[config.mk]
export PLATFORM = sky130hd
export DESIGN_NAME = alu_sequencer
export DESIGN_NICKNAME = d
export VERILOG_FILES = /design/src/rtl/alu_seq_pkg.sv /design/src/rtl/alu_seq_regfile.sv /design/src/rtl/alu_sequencer.sv
export SDC_FILE = /design/constraint.sdc
export NUM_CORES = 1
export LEC_CHECK = 0
export ABC_AREA = 1
export CELL_PAD_IN_SITES_DETAIL_PLACEMENT = 0
export CELL_PAD_IN_SITES_GLOBAL_PLACEMENT = 1
export CORE_ASPECT_RATIO = 0.8
export CORE_MARGIN = 2
export CORE_UTILIZATION = 34
export CTS_CLUSTER_SIZE = 8
export DETAILED_ROUTE_END_ITERATION = 12
export GPL_TIMING_DRIVEN = 0
export PLACE_DENSITY_LB_ADDON = 0.1
export SLEW_MARGIN = 15
export SYNTH_ARGS = -nofsm -noshare
export SYNTH_HDL_FRONTEND = slang
export SYNTH_HIERARCHICAL = 1
export SYNTH_SLANG_ARGS = --single-unit
export TNS_END_PERCENT = 1
[constraint.sdc]
create_clock -name clk -period 2.8 [get_ports clk]
set_clock_uncertainty 0.2 [all_clocks]
set_input_delay 0.56 -clock clk [delete_from_list [all_inputs] [get_ports clk]]
set_output_delay 0.56 -clock clk [all_outputs]
set_load 0.03 [all_outputs]
[src/rtl/alu_seq_pkg.sv]
`default_nettype none
// ============================================================================
//  Module   : alu_seq_pkg
//  Purpose  : Shared constants and types for the ALU sequencer.
//             The optional immediate operand is enabled by ALU_SEQ_IMM_EN.
//  Revision : 1.0  initial release
// ============================================================================
package alu_seq_pkg;

  // ALU function-select encodings
  localparam logic [1:0] FS_ADD = 2'b00;
  localparam logic [1:0] FS_CMP = 2'b01;
  localparam logic [1:0] FS_SUB = 2'b10;
  localparam logic [1:0] FS_INC = 2'b11;

  // Sequencer states
  typedef enum logic [1:0] {
    IDLE = 2'd0,
    EXEC = 2'd1,
    RESP = 2'd2
  } state_t;

  // Instruction field positions (least significant bit of each field)
  localparam int INSTR_W     = 18;
  localparam int FS_LSB      = 16;
  localparam int RD_LSB      = 14;
  localparam int RA_LSB      = 12;
  localparam int RB_LSB      = 10;
  localparam int IMM_SEL_BIT = 9;
  localparam int IMM_LSB     = 0;

  // Status register bit indices
  localparam int STAT_C = 0;
  localparam int STAT_V = 3;

  // ALU flag bits that the sequencer samples
  localparam int FLAG_C = 0;
  localparam int FLAG_V = 3;

endpackage
`default_nettype wire

[src/rtl/alu_seq_regfile.sv]
`default_nettype none
// ============================================================================
//  Module   : alu_seq_regfile
//  Purpose  : 4x8 register file with two operand read ports, a debug read
//             port, and a write path where EXEC writeback overrides a host
//             write to the same register in the same cycle.
//  Revision : 1.0  initial release
// ============================================================================
module alu_seq_regfile
  import alu_seq_pkg::*;
(
  input  logic       clk,
  input  logic       rst,
  input  logic [1:0] ra_addr,
  output logic [7:0] ra_data,
  input  logic [1:0] rb_addr,
  output logic [7:0] rb_data,
  input  logic [1:0] dbg_addr,
  output logic [7:0] dbg_data,
  input  logic       wb_en,
  input  logic [1:0] wb_addr,
  input  logic [7:0] wb_data,
  input  logic       host_we,
  input  logic [1:0] host_waddr,
  input  logic [7:0] host_wdata
);

  logic [7:0] r_regs [0:3];

  // Storage update: the writeback assignment comes last so it wins on a collision
  always_ff @(posedge clk) begin
    if (rst) begin
      for (int i = 0; i < 4; i++) begin
        r_regs[i] <= 8'h00;
      end
    end else begin
      if (host_we) begin
        r_regs[host_waddr] <= host_wdata;
      end
      if (wb_en) begin
        r_regs[wb_addr] <= wb_data;
      end
    end
  end

  assign ra_data  = r_regs[ra_addr];
  assign rb_data  = r_regs[rb_addr];
  assign dbg_data = r_regs[dbg_addr];

endmodule
`default_nettype wire

[src/rtl/alu_sequencer.sv]
`default_nettype none
// ============================================================================
//  Module   : alu_sequencer
//  Purpose  : Accepts one instruction per handshake, drives the external ALU
//             for one EXEC cycle, writes the result back, keeps a status
//             register and returns the result on a response channel.
//             Define ALU_SEQ_IMM_EN to allow an 8-bit immediate as operand B.
//  Revision : 1.0  initial release
// ============================================================================
module alu_sequencer
  import alu_seq_pkg::*;
(
  input  logic               clk,
  input  logic               rst,
  input  logic               in_valid,
  output logic               in_ready,
  input  logic [INSTR_W-1:0] in_instr,
  output logic               out_valid,
  input  logic               out_ready,
  output logic [7:0]         out_data,
  output logic [3:0]         status,
  output logic [7:0]         alu_a,
  output logic [7:0]         alu_b,
  output logic [1:0]         alu_fs,
  input  logic [7:0]         alu_c,
  input  logic [7:0]         alu_flag,
  input  logic               host_we,
  input  logic [1:0]         host_waddr,
  input  logic [7:0]         host_wdata,
  input  logic [1:0]         dbg_raddr,
  output logic [7:0]         dbg_rdata
);

  state_t     r_state;
  logic [1:0] r_fs;
  logic [1:0] r_rd;
  logic [1:0] r_ra;
  logic [1:0] r_rb;
`ifdef ALU_SEQ_IMM_EN
  logic       r_imm_sel;
  logic [7:0] r_imm;
`endif
  logic       r_in_ready;
  logic       r_out_valid;
  logic [7:0] r_out_data;
  logic [3:0] r_status;

  logic [7:0] w_ra_data;
  logic [7:0] w_rb_data;
  logic       w_wb_en;
  logic [3:0] w_status_next;
  logic       w_unused;

  // Compare produces no result, so it never writes back
  assign w_wb_en = (r_state == EXEC) && (r_fs != FS_CMP);

  alu_seq_regfile u_regfile (
    .clk        (clk),
    .rst        (rst),
    .ra_addr    (r_ra),
    .ra_data    (w_ra_data),
    .rb_addr    (r_rb),
    .rb_data    (w_rb_data),
    .dbg_addr   (dbg_raddr),
    .dbg_data   (dbg_rdata),
    .wb_en      (w_wb_en),
    .wb_addr    (r_rd),
    .wb_data    (alu_c),
    .host_we    (host_we),
    .host_waddr (host_waddr),
    .host_wdata (host_wdata)
  );

  // ALU operands come straight from the latched fields, so they hold for all of EXEC
  assign alu_a  = w_ra_data;
`ifdef ALU_SEQ_IMM_EN
  assign alu_b  = r_imm_sel ? r_imm : w_rb_data;
  assign w_unused = ^{in_instr[8], alu_flag[7:4], alu_flag[2:1]};
`else
  assign alu_b  = w_rb_data;
  assign w_unused = ^{in_instr[9:0], alu_flag[7:4], alu_flag[2:1]};
`endif
  assign alu_fs = r_fs;

  // Next status: only flag bits 0 and 3 are sampled; bits 2:1 stay zero
  always_comb begin
    w_status_next      = r_status;
    w_status_next[2:1] = 2'b00;
    case (r_fs)
      FS_ADD: begin
        w_status_next[STAT_C] = alu_flag[FLAG_C];
        w_status_next[STAT_V] = 1'b0;
      end
      FS_CMP: begin
        w_status_next[STAT_V] = alu_flag[FLAG_V];
        w_status_next[STAT_C] = 1'b0;
      end
      default: begin
        w_status_next[STAT_V] = alu_flag[FLAG_V];
      end
    endcase
  end

  // Sequencer FSM with registered handshake outputs
  always_ff @(posedge clk) begin
    if (rst) begin
      r_state     <= IDLE;
      r_fs        <= 2'b00;
      r_rd        <= 2'b00;
      r_ra        <= 2'b00;
      r_rb        <= 2'b00;
`ifdef ALU_SEQ_IMM_EN
      r_imm_sel   <= 1'b0;
      r_imm       <= 8'h00;
`endif
      r_in_ready  <= 1'b1;
      r_out_valid <= 1'b0;
      r_out_data  <= 8'h00;
      r_status    <= 4'h0;
    end else begin
      case (r_state)
        IDLE: begin
          if (in_valid) begin
            r_fs       <= in_instr[FS_LSB +: 2];
            r_rd       <= in_instr[RD_LSB +: 2];
            r_ra       <= in_instr[RA_LSB +: 2];
            r_rb       <= in_instr[RB_LSB +: 2];
`ifdef ALU_SEQ_IMM_EN
            r_imm_sel  <= in_instr[IMM_SEL_BIT];
            r_imm      <= in_instr[IMM_LSB +: 8];
`endif
            r_in_ready <= 1'b0;
            r_state    <= EXEC;
          end
        end
        EXEC: begin
          r_out_data  <= (r_fs == FS_CMP) ? 8'h00 : alu_c;
          r_status    <= w_status_next;
          r_out_valid <= 1'b1;
          r_state     <= RESP;
        end
        RESP: begin
          if (out_ready) begin
            r_out_valid <= 1'b0;
            r_in_ready  <= 1'b1;
            r_state     <= IDLE;
          end
        end
        default: begin
          r_out_valid <= 1'b0;
          r_in_ready  <= 1'b1;
          r_state     <= IDLE;
        end
      endcase
    end
  end

  assign in_ready  = r_in_ready;
  assign out_valid = r_out_valid;
  assign out_data  = r_out_data;
  assign status    = r_status;

endmodule
`default_nettype wire
; Word-level counts from Yosys, hierarchy flattened
; Memories as Yosys holds them, arrays and structs flattened. A register that Yosys moved wholly into a read port is not among the register bits.
; Index checks and enable logic that the tools add are counted.
; Widths: inputs -> output; s select.
[word_totals]
regBits = 22
latchBits = 0
ram_bits = 32
mem_bits_ro = 0
input_bits = 51
output_inout_bits = 40
memories = 1
[memory_table]
columns = memory, depth, width, rd, rd_clocked_by_memory_dff, wr, line
row1 = u_regfile.r_regs, 4, 8, 3, 2, 4, alu_seq_regfile.sv:28  ; logic [7:0] r_regs [0:3];
[op_classes]
addsub = 0
multipliers = 0
n_div = 0
n_lt_le_gt_ge = 0
eq_ne = 6
shifts = 0
n_mux = 29
bitwise = 2
n_reduce_logical = 11
[op_table]
columns = operator, n
row1 = $mux 8, 3
row2 = $mux 2, 8
row3 = $reduce_or 8->1, 2
row4 = $mux 1, 14
row5 = $reduce_and 2->1, 4
row6 = $pmux 1 s3, 2
row7 = $pmux 2 s3, 1
row8 = $eq 2x1->1 const B, 2
row9 = $logic_not 2->1, 2
row10 = $ne 2x2->1 const B, 2
row11 = $reduce_and 3->1, 1
row12 = $eq 2x2->1 const B, 1
row13 = $ne 2x1->1 const B, 1
row14 = $not 1->1, 2
row15 = $pmux 1 s2, 1
row16 = $reduce_bool 2->1, 1
row17 = $logic_and 1x1->1, 1

; Longest topological paths before layout
; Gate-level depths: netlist (run 1).
[depth]
word_depth = 7
mapped_depth = 11

; Modules after synthesis
; Netlist (run 1), hierarchy kept.
[by_module_without_submodules]
columns = mod, instances, cells_each, area_per_inst_um2, seq_area_each_um2
row1 = alu_seq_regfile, 1, 325, 2294.7, 960.9
row2 = alu_sequencer, 1, 125, 915.9, 440.4

; Least setup slack after synthesis (run 1)
; OpenSTA, ideal clock, no wires.
[synth_path]
kind = reg-to-reg
start = register r_fs[1] (netlist: alu_fs[1])
end = memory u_regfile.r_regs[1][0], enable pin
arrival_time_ns = 1.627
slack_ns = 0.589
path_stages_with_launch = 8
period_less_slack_ns = 2.211
cell_sequence = dfxtp_1 inv_1 a21oi_1 nand2_2 nor2_4 buf_4 nor2_1 o21ai_0
[synth_rtl]
columns = item, line
row1 = "start, declared", alu_sequencer.sv:35  ; logic [1:0] r_fs;
row2 = "start signal, assigned", alu_sequencer.sv:124  ; r_fs <= in_instr[FS_LSB +: 2];
row3 = "end, declared", alu_seq_regfile.sv:28

; Final worst setup path (run 1)
[layout_path]
start = input dbg_raddr[0]
end = output dbg_rdata[4]
[layout_between]
elab_chain_len = 1
[layout_rtl]
columns = item, line
row1 = "start, declared", alu_sequencer.sv:30  ; input logic [1:0] dbg_raddr,
row2 = $mem_v2 4x8, --
row3 = "end, declared", alu_sequencer.sv:31  ; output logic [7:0] dbg_rdata
; Every way passes these cells.

==> results of run 1 <==
final cells by class:
class	count	area share (%)
buffer	18	2.61
clock buffer	7	3.15
clock inverter	1	0.149
inverter	39	3.47
multi-input combinational	340	36.9
sequential	54	33.3
tap	115	3.42
timing repair buffer	72	17.0
cell usage in the layout, fill, tap and decap left out, types with 2 or more instances in the layout:
master,netlist,layout
edfxtp_1,32,32
dlygate4sd2_1,0,15
o22ai_1,24,24
clkdlybuf4s50_1,0,44
o21ai_1,8,9
dlymetal6s2s_1,0,3
a21oi_1,18,18
buf_4,7,9
dfxtp_1,22,21
nand2_2,2,2
inv_1,33,31
conb_1,1,2
nor2_4,3,3
clkbuf_1,3,5
clkdlybuf4s15_2,0,8
nand3b_1,9,9
buf_2,7,7
nand3_1,26,26
nor2_1,84,84
nand2_1,105,105
clkbuf_16,0,5
inv_2,6,8
o21ai_0,51,50
nor2_2,5,5
through the flow:
stage / worst slack (ns) / hold WS [ns] / power (mW) / instance area, sq um / utilization [%]
floorplan: 0.589 / 0.311 / 1.30 / 3210 / -
global placement: -0.518 / 0.255 / 1.57 / 4060 / 44.5
global route: 0.0602 / 0.299 / 2.25 / 4210 / 46.2
detailed placement: -0.511 / 0.256 / 1.57 / 4060 / 44.5
CTS: 0.000191 / 0.268 / 2.16 / 4190 / 46.0
finish: 0.169 / 0.264 / 2.15 / 4210 / 46.2
repair_timing:
item | in CTS | in global routing
pin swaps | 0 | 1
resized for setup | 41 | 4
endpoints found under the setup margin | 22 | 11
buffers inserted | 0 | 2
worst reg2reg max path, delay by kind of cell, from the launching register on:
| family | cells | cell delay, ns |
|---|---|---|
| buffers and inverters | 2 | 0.39 |
| AOI/OAI and AO/OA | 2 | 0.68 |
| and+or+nand+nor | 4 | 0.49 |
| DFF | 1 | 0.42 |
registers in the layout, indices dropped and copies added, names as in the netlist, 2 cells and up:
| signal | flops |
|---|---|
| alu_fs | 2 |
| r_rd | 2 |
| r_rb | 2 |
| r_state | 2 |
| r_ra | 2 |
| out_data | 8 |
| u_regfile/r_regs | 32 |
| status | 2 |
power groups by stage:
stage	Clock (mW)	Combinational [mW]	Sequential [mW]
floorplan	0	0.331	0.971
global route	0.665	0.627	0.963
finish	0.614	0.578	0.955
detailed placement	0	0.603	0.971
global placement	0	0.598	0.971
CTS	0.629	0.577	0.953
kinds of logic after synthesis:
family / after synthesis
compound gates: 102
other cells: 1
flops: 54
buf+inv: 57
simple gates: 236
path summary, 6_finish.rpt:
| path | slack, ns | from | cells after the start | end |
|---|---|---|---|---|
| min reg2reg | 0.26 | out_data[0] | 2 | out_data[0] |
| max | 0.17 | dbg_raddr[0] | 5 | dbg_rdata[4] |
| min | 0.26 | out_data[0] | 2 | out_data[0] |
| max reg2reg | 0.23 | r_state[0] | 8 | u_regfile/r_regs[1][7] |
metal layers:
metal / part of all wire, % / vias up / track usage, %
li1: - / 1654 / -
met1: 51 / 1512 / 32.0
met2: 40 / 122 / 28.6
met3: 7.6 / 12 / 4.77
met4: 0.93 / 0 / 4.07
met5: 0 / - / 0
==> key figures, run 1 <==
STA
  – Final Hold Fails: 0
  – Fin. max-slew vios: 0
  – TNS Setup: 0 ns
  – Worst slew pin tran: 0.747 ns
  – Tcrit/Tclk final: a little over nine tenths
  – Max Fclk: between 300 and 400 MHz
  – Slew headroom: 49.9%
  – Min cycle time layout: 2.63 ns
  – Number of setup violations in the final report: 0
  – Unrepaired setup endpoints after global routing: no

Floorplanning
  – Die Span Y: between 90 and 100 um
  – Core area: 9110 sq um
  – Die ar.: 10200 sq um
  – Row Count: 31
  – Boundary pin count: 91
  – Starting Density: 35.2%
  – Die X: about 110 um

Detailed routing
  – DRT Pass-1 Iters: 5
  – DRT iter0 DRCs: between 200 and 300
  – Routed WL per cell: 16.4 um
  – Antenna viol nets, final: 0
  – Via/cell ratio: 5.11
  – Final Routed Wirelength: 10.6 mm
  – Vias: 3300
  – DRC viols: 0

Power
  – Leakage power: between 1.5 and 2 nW
  – Share of power burned in registers: 44.5%
  – Net Sw Power: 0.706 mW
  – Worst IR drop on VDD: 0.228 mV
  – Pwr dens: 510 nW/um^2
  – P_int: 1.44 mW
  – Combinational group share of total power: 26.9%
  – Net Sw Frac: 32.9%
  – Clock share of power: 28.6%

Logic synthesis
  – Top-area cell type share of the netlist area: around 30%
  – Combinational family with the most area after synthesis: simple AND/OR/NAND/NOR gates
  – Post-synth EDFFs: 32
  – Synth Area in Adders: 0%
  – Synthesized area: 3210 sq um
  – Ys flop type: edfxtp_1
  – Simple-gate share of the synthesized area: 31.3%
  – Synth cell count leaders: nand2_1, nor2_1, o21ai_0, inv_1, edfxtp_1
  – Area contributors post-synth: edfxtp_1, dfxtp_1, nand2_1
  – Library cells used by synthesis: 23
  – Post-Syn Area per Cell: 7.13 sq um
  – Post-synthesis compound-gate area fraction: between 15 and 20%
  – Mux cell area share after synthesis: 0%
  – Synth Area in XOR/XNOR: 0%
  – Seq cells post-synth: 54
  – Yosys warnings: 6
  – Post-synth ARST share: 0%
  – Sequential share of the synthesized area: 43.6%
  – Most common cell in the netlist: nand2_1
  – Syn Inst Count: 450
  – Yosys top cell by area: edfxtp_1

Layout
  – Layout Cells excl Fill: 646
  – ANT cells: 0
  – Final #Nets: 581
  – Share of layout cells above drive strength 1: 9.79%
  – Sequential cell area: 1400 sq um
  – Fillers: 897
  – Layout area overhead: 31.2%
  – Multi-input logic area: 1560 sq um

Place
  – Global placement routability congestion: 0.881
  – PortBufs: 70
  – DP Wirelength: 7.96 mm
  – Dpl cells: 636

Setup path
  – CP Capture Type: primary output
  – Worst setup SP type: input pin
  – Cell family with most CP delay: buffers and inverters
  – Critical Path Max Stage Delay: 0.38 ns
  – WS Path Type: in2out
  – Slowest CP cell: dlygate4sd2_1
  – Critical path, cell by cell: dlygate4sd2_1, buf_2, o21ai_0, o22ai_1, clkdlybuf4s15_2
  – WP data required: 2.04 ns
  – Buf/Inv on CP: 3
  – Worst-path fanout max: 10
  – Critical Path AT: 1.87 ns

Run
  – Max-cap violation count: 0

Clock network
  – TritonCTS Sinks: between 50 and 60
  – CTS tree: done
  – Clk Latency, worst-skew pair: approximately 0.29 ns
  – Htree depth: 2
  – Clock root buffer: clkbuf_16
  – Hold Buf Count CTS: 0
  – Max Buffers Root-to-Sink: 2
  – Total CTS buffers: 5
  – Reg clk slew, reported paths: 0.07 ns

Status
  – Outcome: finished, final reports clean

GRT
  – Total grt overflow: 0
  – First-pass GRT wire length: 16.4 mm
  – Largest net degree at the start of global routing: 17
  – Vias in the first global route: 2995
  – Overall routing resource usage: 20.6%
  – Initial antenna violation count: 0

Min path
  – Worst hold path class: reg2reg
No activity file was read; power rests on OpenSTA's default activity.
==> run 2: changes to the inputs <==
--- a/config.mk
+++ b/config.mk
@@ -10,7 +10,7 @@
 export CELL_PAD_IN_SITES_GLOBAL_PLACEMENT = 1
 export CORE_ASPECT_RATIO = 0.8
 export CORE_MARGIN = 2
-export CORE_UTILIZATION = 34
+export CORE_UTILIZATION = 30
 export CTS_CLUSTER_SIZE = 8
 export DETAILED_ROUTE_END_ITERATION = 12
 export GPL_TIMING_DRIVEN = 0
==> constraint.sdc (replaced) <==
create_clock -name clk -period 2.15 [get_ports clk]
set_clock_uncertainty 0.2 [all_clocks]
set_input_delay 0.43 -clock clk [delete_from_list [all_inputs] [get_ports clk]]
set_output_delay 0.43 -clock clk [all_outputs]
set_load 0.03 [all_outputs]
==> run 2 against run 1 <==
Against the previous run: the run now ends with setup timing left; die area is 13% higher; sequential share of layout area down 0.23 points; worst hold slack gained 0.0057 ns; critical endpoint is now alu_b[6]; largest power group unchanged; highest routed layer unchanged.
==> key figures, run 2 (synthesis gave the netlist of run 1 again) <==
Status
  – Outcome: finished with violations
  – Violated checks: setup timing

Clock network
  – Total CTS buffers: 5 (unchanged)
  – TritonCTS Sinks: 54 (unchanged)
  – Max Buffers Root-to-Sink: 2 (unchanged)
  – CTS tree: done
  – Reg clk slew, reported paths: 0.07 ns (about the same)
  – Clk Latency, worst-skew pair: 0.29 ns (about the same)
  – Clock root buffer: clkbuf_16
  – Htree depth: 2 (unchanged)
  – Hold Buf Count CTS: 0 (unchanged)

Setup path
  – R2R Setup Slk: 0.07 ns (-0.16 ns)
  – Reg2reg start: r_state[1]
  – Worst setup SP type: register
  – Worst-path fanout max: 10 (unchanged)
  – Cell count of the worst reg-to-reg path: 10 (+2)
  – WP data required: 1.52 ns (-0.52 ns)
  – WS Path Type: reg2out
  – Critical Path Max Stage Delay: 0.38 ns (about the same)
  – Slowest CP cell: dfxtp_4
  – CP Capture Type: primary output
  – Critical Path AT: 1.53 ns (-0.34 ns)
  – Critical path, cell by cell: inv_2, buf_4, nor2_1, o22ai_1, clkdlybuf4s15_2
  – R2R Path End: u_regfile/r_regs[3][3]

Place
  – DP Wirelength: 8.26 mm (+3.7%)
  – Global placement routability congestion: 0.809 (-8.1%)
  – Dpl cells: 661 (+3.9%)
  – PortBufs: 70 (unchanged)

Floorplanning
  – Die X: 120 um (+6.2%)
  – Row Count: 33 (+6.5%)
  – Die Span Y: 96.5 um (+6.2%)
  – Starting Density: 31.1% (-4.1 points)
  – Die ar.: 11600 sq um (+13%)
  – Boundary pin count: 91 (unchanged)
  – Core area: 10300 sq um (+13%)

Layout
  – Layout Cells excl Fill: 673 (+4.2%)
  – Final #Nets: 583 (+0.34%)
  – Largest register by flop count: u_regfile/r_regs
  – Layout area overhead: 33.1%
  – Commonest cells after routing, fill and taps aside: nand2_1, nor2_1, o21ai_0, clkdlybuf4s50_1, edfxtp_1
  – Commonest non-fill, non-tap cell in the layout: nand2_1
  – Max FFs per register: 32 (unchanged)
  – ANT cells: 0 (unchanged)
  – Share of layout cells above drive strength 1: 15.4% (+5.6 points)

Detailed routing
  – Final Routed Wirelength: 10.5 mm (-0.53%)
  – DRT iter0 DRCs: 244 (-2.4%)
  – Antenna viol nets, final: 0 (unchanged)
  – DRT Pass-1 Iters: 4 (-1)
  – Vias: 3282 (-0.55%)
  – Routed WL per cell: 15.6 um (-4.5%)
  – Via/cell ratio: 4.88 (-4.5%)
  – DRC viols: 0 (unchanged)

Power
  – Worst IR drop on VDD: 0.376 mV (+65%)
  – Leakage power: 1.86 nW (-0.68%)
  – Pwr dens: 655 nW/um^2 (+29%)
  – Total power: 2.80 mW (+30%)

GRT
  – Grt peak-use layer: met1
  – Overall routing resource usage: 18.7% (-1.9 points)
  – GR Util met2: 26.8% (-1.8 points)
  – First-pass GRT wire length: 16.4 mm (-0.13%)
  – Vias in the first global route: 2948 (-1.6%)
  – Largest net degree at the start of global routing: 18 (+1)
  – GR Util met1: 29.1% (-2.9 points)
  – Total grt overflow: 0 (unchanged)
  – Initial antenna violation count: 0 (unchanged)
  – GR met3 Demand/Resource: 3.58% (-1.2 points)

STA
  – Unrepaired setup endpoints after global routing: yes
  – Max Fclk: 464 MHz
  – Final Hold Fails: 0 (unchanged)
  – Tcrit/Tclk final: 100%
  – Number of setup violations in the final report: 2 (+2)
  – Final WS setup: -0.00640 ns (-0.176 ns)
  – Fin. max-slew vios: 0 (unchanged)
  – Min cycle time layout: 2.16 ns

Min path
  – Worst Min Path Start: out_data[6]
  – Worst hold path class: reg2reg
  – Min-Delay Path Depth: 2 (unchanged)
  – Hold Path Sink: out_data[6]

Run
  – Max-cap violation count: 0 (unchanged)
-- run 2: worst max-delay path by stage --
stage	cells past startpoint	startpoint	slack (ns)	to
floorplan	7	alu_fs[1]	-0.03	u_regfile/r_regs[3][0]
global placement	6	dbg_raddr[0]	-0.91	dbg_rdata[1]
detailed placement	6	dbg_raddr[0]	-0.93	dbg_rdata[4]
CTS	6	dbg_raddr[0]	-0.08	dbg_rdata[0]
global route	5	r_rb[0]	-0.08	alu_b[7]
finish	5	r_rb[0]	-0.006	alu_b[6]
-- run 2: what timing repair did --
| action | in CTS | in global routing |
|---|---|---|
| gates resized for setup | 127 | 33 |
| pin swaps | 1 | 2 |
| endpoints found under the setup margin | 61 | 69 |
| setup buffers | 1 | 3 |
-- run 2: per-layer routing --
metal  up-vias  wire (um)  part of all wire (%)
li1       1660          -                     -
met1      1482       5670                    54
met2       129       4140                    39
met3        11        629                   6.0
met4         0         76                  0.72
met5         -          0                     0
-- run 2: area by class of cell --
class / count / area, sq um
flip-flops and latches: 54 / 1410
inverters: 39 / 146
clock buffers: 6 / 129
multi-input cells: 340 / 1610
well taps: 140 / 175
clock inverters: 2 / 17.5
plain buffers: 18 / 140
repair buffers: 74 / 646
fillers: 1109 / 6050
-- run 2: report_power, final --
group | switching [mW] | leakage [nW] | internal, mW
Clock | 0.362 | 0.0714 | 0.439
Sequential | 0.0798 | 0.519 | 1.17
Combinational | 0.481 | 1.27 | 0.270
-- run 2: per-stage QoR --
step / setup slack (ns) / hold WS, ns / util, % / TNS (ns) / area [sq um]
2_1_floorplan: -0.0273 / 0.311 / - / -0.218 / 3220
3_3_place_gp: -0.915 / 0.257 / 39.7 / -33.55 / 4090
3_5_place_dp: -0.931 / 0.263 / 39.7 / -34.90 / 4090
4_1_cts: -0.0774 / 0.276 / 41.4 / -0.494 / 4270
5_1_grt: -0.0837 / 0.294 / 41.4 / -0.515 / 4270
6_report: -0.00640 / 0.270 / 41.4 / -0.0124 / 4270
-- run 2: critical path: cells and delay by family, from the launching register on --
kind / cells / cell delay [ns]
buf+inv: 3 / 0.63
flops: 1 / 0.38
compound gates: 1 / 0.16
simple gates: 1 / 0.06
